### config.mk
export PLATFORM = sky130hd
export DESIGN_NAME = mips_fetch_stage
export DESIGN_NICKNAME = d
export VERILOG_FILES = /design/src/rtl/mips_fetch_stage.sv
export SDC_FILE = /design/constraint.sdc
export NUM_CORES = 1
export LEC_CHECK = 0
export BUFFER_PORTS_ARGS = -buffer_cell sky130_fd_sc_hd__buf_2
export CELL_PAD_IN_SITES_DETAIL_PLACEMENT = 1
export CELL_PAD_IN_SITES_GLOBAL_PLACEMENT = 2
export CORE_AREA = 5 5 162 164
export CTS_CLUSTER_SIZE = 40
export DETAILED_ROUTE_END_ITERATION = 7
export DIE_AREA = 0 0 167 169
export GPL_TIMING_DRIVEN = 0
export PLACE_DENSITY_LB_ADDON = 0.1
export SLEW_MARGIN = 20
export SYNTH_ARGS = -nofsm -noshare
export SYNTH_HDL_FRONTEND = slang
export SYNTH_SLANG_ARGS = --single-unit
### constraint.sdc
create_clock -name clk -period 8.46 [get_ports clk]
set_clock_uncertainty 0.1 [all_clocks]
set_input_delay 1.692 -clock clk [delete_from_list [all_inputs] [get_ports clk]]
set_output_delay 1.692 -clock clk [all_outputs]
set_load 0.01 [all_outputs]
### src/rtl/mips_fetch_stage.sv
// mips_fetch_stage
//   Instruction-fetch stage of the MIPS datapath. Owns the PC, issues one
//   word request at a time to instruction memory, buffers returned words in a
//   small FIFO and presents the head to decode. A taken branch/jump redirects
//   the PC and flushes both buffered and in-flight instructions.
//
//   Handshakes: a transfer happens on a rising edge where valid && ready are
//   both high. The valid side holds its payload stable until the transfer.
//   The response channel has no ready; a response is consumed when it arrives.
//
// Ports
//   clk, rst                         clock, synchronous active-high reset
//   imem_req_valid/ready/addr        fetch request (addr == current PC)
//   imem_rsp_valid/data              fetch response
//   redirect_valid/pc                taken branch/jump, new PC (bits [1:0] ignored)
//   id_valid/ready                   FIFO head handshake towards decode
//   id_instr, id_pc4, id_imm16       head instruction, its PC+4, instr[15:0]
module mips_fetch_stage #(
  parameter logic [31:0] RESET_PC  = 32'h0000_0000,
  parameter int          BUF_DEPTH = 2
) (
  input  logic        clk,
  input  logic        rst,
  output logic        imem_req_valid,
  input  logic        imem_req_ready,
  output logic [31:0] imem_req_addr,
  input  logic        imem_rsp_valid,
  input  logic [31:0] imem_rsp_data,
  input  logic        redirect_valid,
  input  logic [31:0] redirect_pc,
  output logic        id_valid,
  input  logic        id_ready,
  output logic [31:0] id_instr,
  output logic [31:0] id_pc4,
  output logic [15:0] id_imm16
);

  localparam int PTR_W = (BUF_DEPTH > 1) ? $clog2(BUF_DEPTH) : 1;
  localparam int CNT_W = $clog2(BUF_DEPTH + 1);
  localparam logic [CNT_W-1:0] DEPTH_C = CNT_W'(BUF_DEPTH);
  localparam logic [PTR_W-1:0] LAST_C  = PTR_W'(BUF_DEPTH - 1);

  // FETCH: may issue. WAIT: one good request outstanding.
  // DROP: one request outstanding whose response must be thrown away.
  typedef enum logic [1:0] {S_FETCH, S_WAIT, S_DROP} state_t;

  state_t             state_q, state_d;
  logic [31:0]        pc_q, pc_d;
  logic [31:0]        req_pc_q, req_pc_d;
  logic [CNT_W-1:0]   cnt_q, cnt_d;
  logic [PTR_W-1:0]   rd_ptr_q, rd_ptr_d;
  logic [PTR_W-1:0]   wr_ptr_q, wr_ptr_d;
  logic [31:0]        instr_q [BUF_DEPTH];
  logic [31:0]        pc4_q   [BUF_DEPTH];

  logic req_hs;
  logic push;
  logic pop;
  logic unused_redirect_lsbs;

  assign unused_redirect_lsbs = ^redirect_pc[1:0];

  function automatic logic [PTR_W-1:0] ptr_inc(input logic [PTR_W-1:0] p);
    return (p == LAST_C) ? '0 : p + PTR_W'(1);
  endfunction

  // Redirect suppresses both outgoing valids in its cycle, so no request is
  // issued to a stale PC and nothing stale is handed to decode.
  assign imem_req_valid = !rst && (state_q == S_FETCH) && (cnt_q < DEPTH_C)
                          && !redirect_valid;
  assign imem_req_addr  = pc_q;
  assign id_valid       = !rst && (cnt_q != '0) && !redirect_valid;

  assign req_hs = imem_req_valid && imem_req_ready;
  assign pop    = id_valid && id_ready;
  assign push   = (state_q == S_WAIT) && imem_rsp_valid && !redirect_valid;

  // Head outputs come from registers only; read as zero while empty.
  assign id_instr = (cnt_q != '0) ? instr_q[rd_ptr_q] : 32'h0;
  assign id_pc4   = (cnt_q != '0) ? pc4_q[rd_ptr_q]   : 32'h0;
  assign id_imm16 = id_instr[15:0];

  always_comb begin
    state_d  = state_q;
    pc_d     = pc_q;
    req_pc_d = req_pc_q;
    cnt_d    = cnt_q;
    rd_ptr_d = rd_ptr_q;
    wr_ptr_d = wr_ptr_q;

    case (state_q)
      S_FETCH: begin
        if (req_hs) begin
          state_d  = S_WAIT;
          req_pc_d = pc_q;
          pc_d     = pc_q + 32'd4;
        end
      end
      S_WAIT: begin
        if (imem_rsp_valid)      state_d = S_FETCH;
        else if (redirect_valid) state_d = S_DROP;
      end
      S_DROP: begin
        if (imem_rsp_valid) state_d = S_FETCH;
      end
      default: state_d = S_FETCH;
    endcase

    if (push) wr_ptr_d = ptr_inc(wr_ptr_q);
    if (pop)  rd_ptr_d = ptr_inc(rd_ptr_q);
    if (push && !pop)      cnt_d = cnt_q + CNT_W'(1);
    else if (!push && pop) cnt_d = cnt_q - CNT_W'(1);

    if (redirect_valid) begin
      pc_d     = {redirect_pc[31:2], 2'b00};
      cnt_d    = '0;
      rd_ptr_d = '0;
      wr_ptr_d = '0;
    end
  end

  always_ff @(posedge clk) begin
    if (rst) begin
      state_q  <= S_FETCH;
      pc_q     <= RESET_PC;
      req_pc_q <= 32'h0;
      cnt_q    <= '0;
      rd_ptr_q <= '0;
      wr_ptr_q <= '0;
    end else begin
      state_q  <= state_d;
      pc_q     <= pc_d;
      req_pc_q <= req_pc_d;
      cnt_q    <= cnt_d;
      rd_ptr_q <= rd_ptr_d;
      wr_ptr_q <= wr_ptr_d;
    end
  end

  // Storage needs no reset: the count gates every read.
  always_ff @(posedge clk) begin
    if (!rst && push) begin
      instr_q[wr_ptr_q] <= imem_rsp_data;
      pc4_q[wr_ptr_q]   <= req_pc_q + 32'd4;
    end
  end

endmodule

==> impl_metrics.csv, run 1 <==
group,metric,value,unit
status,status,"finished clean",
logic_synthesis,yosys_register_bits,191,
clocking,clk_path_buf_depth,2,
logic_synthesis,syn_area_per_cell,11.2,sq um
hold_path,hp-class,"reg2reg",
placement,dp_cells,1280,
logic_synthesis,synth_area,8450,sq um
final_layout,fillCellCount,2840,
timing,rsz0062_at_grt,"false",
timing,final_hold_viol_count,0,
floorplan,rows,58,
timing,slew_headroom,33.1,%
global_routing,grt_pass1_wl,35800,microns
detailed_routing,remaining_drc_errors,0,
final_layout,area_growth,24.2,%
detailed_routing,wirelength,22700,microns
job,cap_violations,0,
timing,fmax,0.201,GHz
final_layout,instances_no_fill,1312,
placement,dp_slack,3.41,ns
clocking,cts_hold_buf,0,
floorplan,die_w,167,microns
detailed_routing,drt_iter0_drc,324,
logic_synthesis,syn_inst,755,
floorplan,die_area,28200,sq um
final_layout,nets,1042,
clocking,clock-sinks,191,
final_layout,final_common_cell,"buf_2",
power_and_ir_drop,vdd_drop_max,95.1,uV
global_routing,overflow,0,
clocking,numCtsBuffers,17,
timing,setup_viol,0,
worst_setup_path,endpoint_kind,"output port",
detailed_routing,drt-pass1-iter-count,4,
placement,numPortBuffers,176,
placement,place_area,9890,sq um
final_layout,final_cell_area,10500,sq um
worst_setup_path,worstSetupPathType,"in2out",
logic_synthesis,async_flop_share,0,%
clocking,cts_setup_buffers,0,
clocking,clock_latency,0.43,ns
logic_synthesis,ys.flop_type,"edfxtp_1",
final_layout,diodes,0,
logic_synthesis,yosysWarnings,0,
clocking,cts-root-buf,"clkbuf_16",
timing,min_period_over_period,58.8,%
floorplan,start_util,34.2,%
detailed_routing,ant_nets,0,
placement,hpwl,17400,microns
worst_setup_path,start_kind,"primary input",
floorplan,die_h,169,microns
worst_setup_path,critPathRequiredTime,6.67,ns
global_routing,grt_max_degree,21,
floorplan,core-area,24700,sq um
global_routing,antenna_found_initial,0,
logic_synthesis,synth-edff-count,124,
timing,worstMarginPinSlew,1.00,ns
final_layout,layout_common_cells,"176 x buf_2, 124 x edfxtp_1, 104 x nor2_1",
timing,maxSlewViolCount,0,
global_routing,grt_pass1_vias,6532,
detailed_routing,vias,6241,
worst_setup_path,critPathMaxFanout,10,
power_and_ir_drop,p_leak,3.95,nW
power_and_ir_drop,power_density,186,nW/um^2
timing,setup_slack,3.48,ns
detailed_routing,via_per_inst,4.76,
worst_setup_path,arrival,3.19,ns
detailed_routing,wl_per_cell,17.3,microns
placement,place.gp.congestion,0.763,
clocking,cts_tree,"done",
timing,period_needed,4.98,ns
clocking,htreeDepth,4,
final_layout,drive_gt1_share,26.7,%
logic_synthesis,seq_area_frac_synth,59.9,%
logic_synthesis,synth_cell_type_count,45,
floorplan,ios,184,
clocking,cts_resized,0,
clocking,clk_pin_slew_worst_paths,0.06,ns
global_routing,track_usage,16.0,%
path summary, 6_finish.rpt:
path / start / endpoint / slack [ns] / depth (start not counted)
max: rst / imem_req_valid / 3.48 / 6
max reg2reg: imem_req_addr[2]$_SDFFE_PP0P_ / imem_req_addr[16]$_SDFFE_PP0P_ / 5.86 / 7
min reg2reg: req_pc_q[30]$_SDFFE_PP0P_ / req_pc_q[30]$_SDFFE_PP0P_ / 0.36 / 2
min: req_pc_q[30]$_SDFFE_PP0P_ / req_pc_q[30]$_SDFFE_PP0P_ / 0.36 / 2
critical path, stage by stage:
cell and delay [ns]:
clkbuf_1 0.28, or2_2 0.17, clkbuf_1 0.24, clkbuf_1 0.55, nor4_1 0.09, buf_2 0.17
cell type report:
| type | instances | area (sq um) | area share, % |
|---|---|---|---|
| Clock buffer | 17 | 425 | 4.05 |
| Buffer | 59 | 304 | 2.90 |
| Multi-Input combinational cell | 497 | 3070 | 29.2 |
| Inverter | 11 | 41.3 | 0.393 |
| Tap cell | 330 | 413 | 3.93 |
| Sequential cell | 191 | 5060 | 48.2 |
| Clock inverter | 15 | 186 | 1.78 |
| Timing Repair Buffer | 192 | 1000 | 9.53 |
cells by family after synthesis:
group	after synthesis	share of synthesized area, %
XOR/XNOR	56	5.80
multiplexers	67	7.95
buffers and inverters	70	4.08
AO/OA/AOI/OAI	73	5.14
other	1	0.0444
adder cells (fa/ha/maj)	3	0.444
flip-flops	191	59.9
AND/OR/NAND/NOR	294	16.6
power breakdown:
group / leakage (nW) / internal [mW] / switching (mW)
Sequential: 1.73 / 1.00 / 0.0245
Combinational: 1.93 / 0.0445 / 0.0615
Clock: 0.296 / 0.427 / 0.396
Total: 3.95 / 1.47 / 0.481
registers in the layout, summed over array words and instances (netlist names), named ones only:
signal         flops
state_q            2
pc4_q             60
cnt_q              2
req_pc_q          30
wr_ptr_q           1
instr_q           64
rd_ptr_q           1
imem_req_addr     30
layer usage:
metal  global-route usage (%)  up-vias  part of all wire (%)
li1                         -     3091                     -
met3                     3.92       17                   4.7
met5                        0        -                     0
met4                     3.81        0                   1.2
met2                     27.1      159                    48
met1                     20.7     2974                    46
metrics by stage:
step / util, % / hold slack, ns / total power, mW / setup TNS (ns)
2_1_floorplan: - / 0.336 / 1.10 / 0
3_3_place_gp: 39.4 / 0.347 / 1.15 / -241.56
3_5_place_dp: 40.0 / 0.353 / 1.16 / 0
4_1_cts: 42.4 / 0.362 / 1.98 / 0
5_1_grt: 42.4 / 0.387 / 2.03 / 0
6_report: 42.4 / 0.358 / 1.95 / 0
synth_stat cells (all sizes together) (14+ instances only):
library cell	instances	area share [%]
edfxtp	124	44
nor2	105	4.7
nand2	86	3.8
dfxtp	67	16
mux2i	66	7.8
a21oi	39	2.3
clkbuf	33	1.5
xnor2	33	3.4
buf	26	2.1
nand3	26	1.6
xor2	23	2.4
nand4	18	1.4
a211oi	14	1.3
nor3	14	1.0
No activity file was read; power rests on OpenSTA's default activity.
==> run 2, diff against run 1 <==
==> constraint.sdc (replaced) <==
create_clock -name clk -period 4.6 [get_ports clk]
set_clock_uncertainty 0.1 [all_clocks]
set_input_delay 0.92 -clock clk [delete_from_list [all_inputs] [get_ports clk]]
set_output_delay 0.92 -clock clk [all_outputs]
set_load 0.01 [all_outputs]
==> impl_metrics.csv, run 2 (same netlist as run 1, synthesis figures left out) <==
group,metric,value,unit
timing,slew_headroom,49.6,%
global_routing,grt_busiest_layer,"met2",
clocking,clk_path_buf_depth,2,
floorplan,start_util,34.2,%
clocking,cts_hold_buf,0,
detailed_routing,via_per_inst,4.71,
timing,setup_slack,1.06,ns
global_routing,grt_util_met3,3.60,%
status,status,"finished clean",
final_layout,instances_no_fill,1304,
detailed_routing,remaining_drc_errors,0,
placement,hpwl,17300,microns
floorplan,die_area,28200,sq um
clocking,numCtsBuffers,17,
global_routing,overflow,0,
placement,numPortBuffers,176,
final_layout,largest_register,"instr_q",
timing,setup_viol,0,
timing,fmax,0.282,GHz
power_and_ir_drop,power_density,339,nW/um^2
global_routing,grt_max_degree,22,
worst_setup_path,start_kind,"register",
power_and_ir_drop,total_power,3.56,mW
placement,dp_cells,1272,
final_layout,biggestRegsByFlops,"instr_q: 64 flops, pc4_q: 60 flops",
timing,maxSlewViolCount,0,
global_routing,grt_pass1_vias,6521,
final_layout,drive_gt1_share,26.2,%
worst_setup_path,slowest_stage,"buf_1",
global_routing,track_usage,16.2,%
final_layout,area_growth,24.3,%
placement,dp_slack,1.00,ns
floorplan,core-area,24700,sq um
power_and_ir_drop,vdd_drop_max,184,uV
final_layout,nets,1034,
global_routing,grt_pass1_wl,36300,microns
timing,min_period_over_period,77.0,%
global_routing,grt_util_met2,27.1,%
timing,worstMarginPinSlew,0.756,ns
floorplan,die_w,167,microns
final_layout,layout_common_cells,"176 x buf_2, 124 x edfxtp_1, 103 x nor2_1",
worst_setup_path,worstPathCellList,"clkbuf_1 > buf_1 > mux2i_1 > nor2_1 > buf_4 > buf_2",
global_routing,met1_usage,21.8,%
worst_setup_path,worstSetupPathType,"reg2out",
detailed_routing,vias,6141,
detailed_routing,wl_per_cell,17.3,microns
worst_setup_path,critPathRequiredTime,3.58,ns
hold_path,hp-class,"reg2reg",
worst_setup_path,endpoint_kind,"output port",
clocking,clock-sinks,191,
clocking,cts-root-buf,"clkbuf_16",
placement,place.gp.congestion,0.755,
detailed_routing,drt-pass1-iter-count,4,
timing,hold_slack,0.356,ns
clocking,clk_pin_slew_worst_paths,0.07,ns
clocking,cts_resized,0,
final_layout,largest_reg_flops,64,
timing,period_needed,3.54,ns
floorplan,die_h,169,microns
timing,rsz0062_at_grt,"false",
worst_setup_path,max_stage_delay,0.63,ns
job,cap_violations,0,
detailed_routing,wirelength,22600,microns
clocking,cts_setup_buffers,0,
timing,final_hold_viol_count,0,
detailed_routing,drt_iter0_drc,211,
final_layout,diodes,0,
final_layout,final_common_cell,"buf_2",
clocking,cts_tree,"done",
worst_setup_path,arrival,2.52,ns
worst_setup_path,critPathMaxFanout,10,
detailed_routing,ant_nets,0,
clocking,clock_latency,0.43,ns
clocking,htreeDepth,4,
floorplan,ios,184,
floorplan,rows,58,
power_and_ir_drop,p_leak,3.93,nW
global_routing,antenna_found_initial,0,
-- run 2: final cells by class --
type                    instances  area [sq um]
flip-flops and latches        191          5060
fillers                      2809         14200
repair buffers                184           993
clock buffers                  17           425
clock inverters                15           184
plain buffers                  59           304
multi-input cells             497          3080
well taps                     330           413
inverters                      11          41.3
-- run 2: stage by stage --
stage,TNS (ns),util [%],instance area (sq um)
floorplan,-7.60,-,8480
global placement,-237.04,39.5,9770
detailed placement,0,40.0,9890
CTS,0,42.4,10500
global route,0,42.5,10500
finish,0,42.5,10500
-- run 2: metal layers --
layer  up-vias  wire [microns]
met4         0             186
met1      2893           10700
li1       3081               -
met2       153           10800
met3        14             965
met5         -               0
-- run 2: where the power goes --
group	switching [mW]	internal, mW	total [mW]	leakage (nW)
logic	0.113	0.0819	0.195	1.91
registers	0.0456	1.84	1.89	1.73
clock network	0.737	0.741	1.48	0.295
total	0.896	2.67	3.56	3.93
-- run 2: worst max-delay path: cells and delay by family, from the launching register on --
kind          cells  cell delay, ns
simple gates      1            0.09
mux               1            0.28
buf+inv           4            1.40
flops             1            0.33
-- run 2: final timing paths --
path / start / end / slack, ns / cells after the start
worst max register to register: imem_req_addr[2]$_SDFFE_PP0P_ / imem_req_addr[16]$_SDFFE_PP0P_ / 2.03 / 7
worst max-delay path: register / id_instr[13] / 1.06 / 6
worst min-delay path: req_pc_q[24]$_SDFFE_PP0P_ / req_pc_q[24]$_SDFFE_PP0P_ / 0.36 / 2
worst min register to register: req_pc_q[24]$_SDFFE_PP0P_ / req_pc_q[24]$_SDFFE_PP0P_ / 0.36 / 2
==> run 3, diff against run 2 <==
--- a/config.mk
+++ b/config.mk
@@ -8,10 +8,10 @@
 export BUFFER_PORTS_ARGS = -buffer_cell sky130_fd_sc_hd__buf_2
 export CELL_PAD_IN_SITES_DETAIL_PLACEMENT = 1
 export CELL_PAD_IN_SITES_GLOBAL_PLACEMENT = 2
-export CORE_AREA = 5 5 162 164
+export CORE_AREA = 5 5 172 174
 export CTS_CLUSTER_SIZE = 40
 export DETAILED_ROUTE_END_ITERATION = 7
-export DIE_AREA = 0 0 167 169
+export DIE_AREA = 0 0 177 179
 export GPL_TIMING_DRIVEN = 0
 export PLACE_DENSITY_LB_ADDON = 0.1
 export SLEW_MARGIN = 20
==> constraint.sdc (replaced) <==
create_clock -name clk -period 3.2 [get_ports clk]
set_clock_uncertainty 0.1 [all_clocks]
set_input_delay 0.64 -clock clk [delete_from_list [all_inputs] [get_ports clk]]
set_output_delay 0.64 -clock clk [all_outputs]
set_load 0.01 [all_outputs]
==> impl_metrics.csv, run 3 (same netlist as run 1, synthesis figures left out) <==
group,metric,value,unit
status,status,"finished clean",
detailed_routing,drt_iter0_drc,265,
power_and_ir_drop,combPwrFrac,5.6,%
timing,min_period_over_period,93.5,%
global_routing,antenna_found_initial,0,
placement,numPortBuffers,176,
final_layout,regArea,5060,sq um
detailed_routing,drt-pass1-iter-count,4,
worst_setup_path,worstSetupPathType,"reg2out",
worst_setup_path,critPathLaunch,"cnt_q[1]$_SDFFE_PP0P_",
worst_setup_path,r2r_end,"imem_req_addr[16]$_SDFFE_PP0P_",
floorplan,die_w,177,microns
clocking,cts_setup_buffers,0,
floorplan,rows,61,
power_and_ir_drop,p_leak,3.98,nW
final_layout,biggestRegsByFlops,"instr_q: 64 flops, pc4_q: 60 flops",
global_routing,track_usage,14.7,%
worst_setup_path,start_kind,"register",
worst_setup_path,critPathMaxFanout,10,
power_and_ir_drop,internal_power,3.89,mW
power_and_ir_drop,clock_power_share,41.5,%
final_layout,drive_gt1_share,27.0,%
detailed_routing,wirelength,23000,microns
detailed_routing,vias,6112,
power_and_ir_drop,power_density,484,nW/um^2
worst_setup_path,critPathRequiredTime,2.46,ns
final_layout,layout_common_cells,"180 x buf_2, 124 x edfxtp_1, 103 x nor2_1",
clocking,cts-root-buf,"clkbuf_16",
final_layout,diodes,0,
timing,rsz0062_at_grt,"false",
global_routing,grt_pass1_wl,36100,microns
final_layout,largest_register,"instr_q",
clocking,cts_resized,6,
floorplan,die_h,179,microns
timing,slew_headroom,50.0,%
worst_setup_path,reg2reg_slack,0.65,ns
final_layout,final_cell_area,10600,sq um
worst_setup_path,endpoint_kind,"output port",
hold_path,min_from,"imem_rsp_data[3]",
final_layout,largest_reg_flops,64,
timing,final_hold_viol_count,0,
detailed_routing,via_per_inst,4.52,
worst_setup_path,arrival,2.25,ns
final_layout,fillCellCount,3167,
floorplan,start_util,30.6,%
job,cap_violations,0,
final_layout,multi_input_area,3080,sq um
power_and_ir_drop,vdd_drop_max,266,uV
placement,place_area,10000,sq um
global_routing,grt_busiest_layer,"met2",
clocking,clk_pin_slew_worst_paths,0.08,ns
timing,setup_viol,0,
timing,worstMarginPinSlew,0.748,ns
power_and_ir_drop,seqPwrFrac,52.9,%
clocking,cts_hold_buf,0,
placement,hpwl,17900,microns
power_and_ir_drop,power_switching,1.24,mW
final_layout,final_common_cell,"buf_2",
hold_path,hp-class,"in2reg",
floorplan,die_area,31700,sq um
timing,fmax,0.334,GHz
floorplan,ios,184,
detailed_routing,wl_per_cell,17.0,microns
clocking,clk_path_buf_depth,2,
timing,period_needed,2.99,ns
global_routing,grt_util_met2,24.8,%
worst_setup_path,reg2reg_depth,7,
detailed_routing,ant_nets,0,
final_layout,nets,1034,
worst_setup_path,reg2reg_from,"imem_req_addr[2]$_SDFFE_PP0P_",
global_routing,grt_pass1_vias,6452,
clocking,numCtsBuffers,17,
clocking,htreeDepth,4,
detailed_routing,remaining_drc_errors,0,
global_routing,grt_max_degree,20,
global_routing,grt_util_met3,2.76,%
final_layout,area_growth,25.5,%
power_and_ir_drop,total_power,5.13,mW
global_routing,met1_usage,19.6,%
global_routing,overflow,0,
timing,maxSlewViolCount,0,
power_and_ir_drop,switching_share,24.2,%
clocking,cts_tree,"done",
hold_path,whs_path_depth,1,
worst_setup_path,crit_end,"id_instr[0]",
clocking,clock_latency,0.43,ns
floorplan,core-area,27600,sq um
clocking,clock-sinks,191,
placement,place.gp.congestion,0.793,
## run 3: cell types whose count changed in the layout (fill, tap and decap cells not counted), moves of 4 or more
cell,change
buf_1,-5
clkinv_8,-4
buf_2,+4
clkbuf_1,-4
## run 3: through the flow
step	setup TNS (ns)	std cells	setup slack, ns	util [%]	hold slack (ns)
3_5_place_dp	0	1320	0.238	36.2	0.351
5_1_grt	0	1352	0.00769	38.4	0.271
3_3_place_gp	-135.68	1312	-1.13	35.8	0.348
4_1_cts	0	1352	0.0322	38.4	0.277
2_1_floorplan	-13.72	758	-0.140	-	0.336
6_report	0	1352	0.209	38.4	0.298
## run 3: power groups by stage
| stage | Clock (mW) | Combinational [mW] | Sequential, mW |
|---|---|---|---|
| after detailed placement | 0 | 0.294 | 2.77 |
| after global routing | 2.30 | 0.324 | 2.72 |
| final | 2.13 | 0.289 | 2.71 |
| after floorplan | 0 | 0.148 | 2.76 |
| after global placement | 0 | 0.289 | 2.77 |
| after CTS | 2.20 | 0.296 | 2.71 |
## run 3: layout make-up
class | count | area share [%]
buffer | 59 | 3.33
timing repair buffer | 184 | 9.44
multi-input combinational | 497 | 29.1
clock buffer | 17 | 4.01
sequential | 191 | 47.7
inverter | 11 | 0.389
tap | 378 | 4.46
clock inverter | 15 | 1.57
## run 3: worst max-delay path: stages, from the launching register on
cell and delay, ns:
dfxtp_1 0.40, nor2_2 0.55, clkbuf_1 0.44, nor2_1 0.14, buf_4 0.15, buf_2 0.13
## run 3: routing by layer
layer | routed length, microns | vias to the layer above
met2 | 10900 | 152
met1 | 10900 | 2875
met4 | 201 | 0
met5 | 0 | -
met3 | 984 | 13
li1 | - | 3072
## run 3: worst min-delay path by stage
stage,slack (ns),endpoint
final,0.30,instr_q[0][3]$_DFFE_PP_
after global routing,0.27,instr_q[0][1]$_DFFE_PP_
after CTS,0.28,instr_q[1][6]$_DFFE_PP_
after detailed placement,0.35,req_pc_q[30]$_SDFFE_PP0P_
after global placement,0.35,req_pc_q[24]$_SDFFE_PP0P_
after floorplan,0.34,req_pc_q[24]$_SDFFE_PP0P_
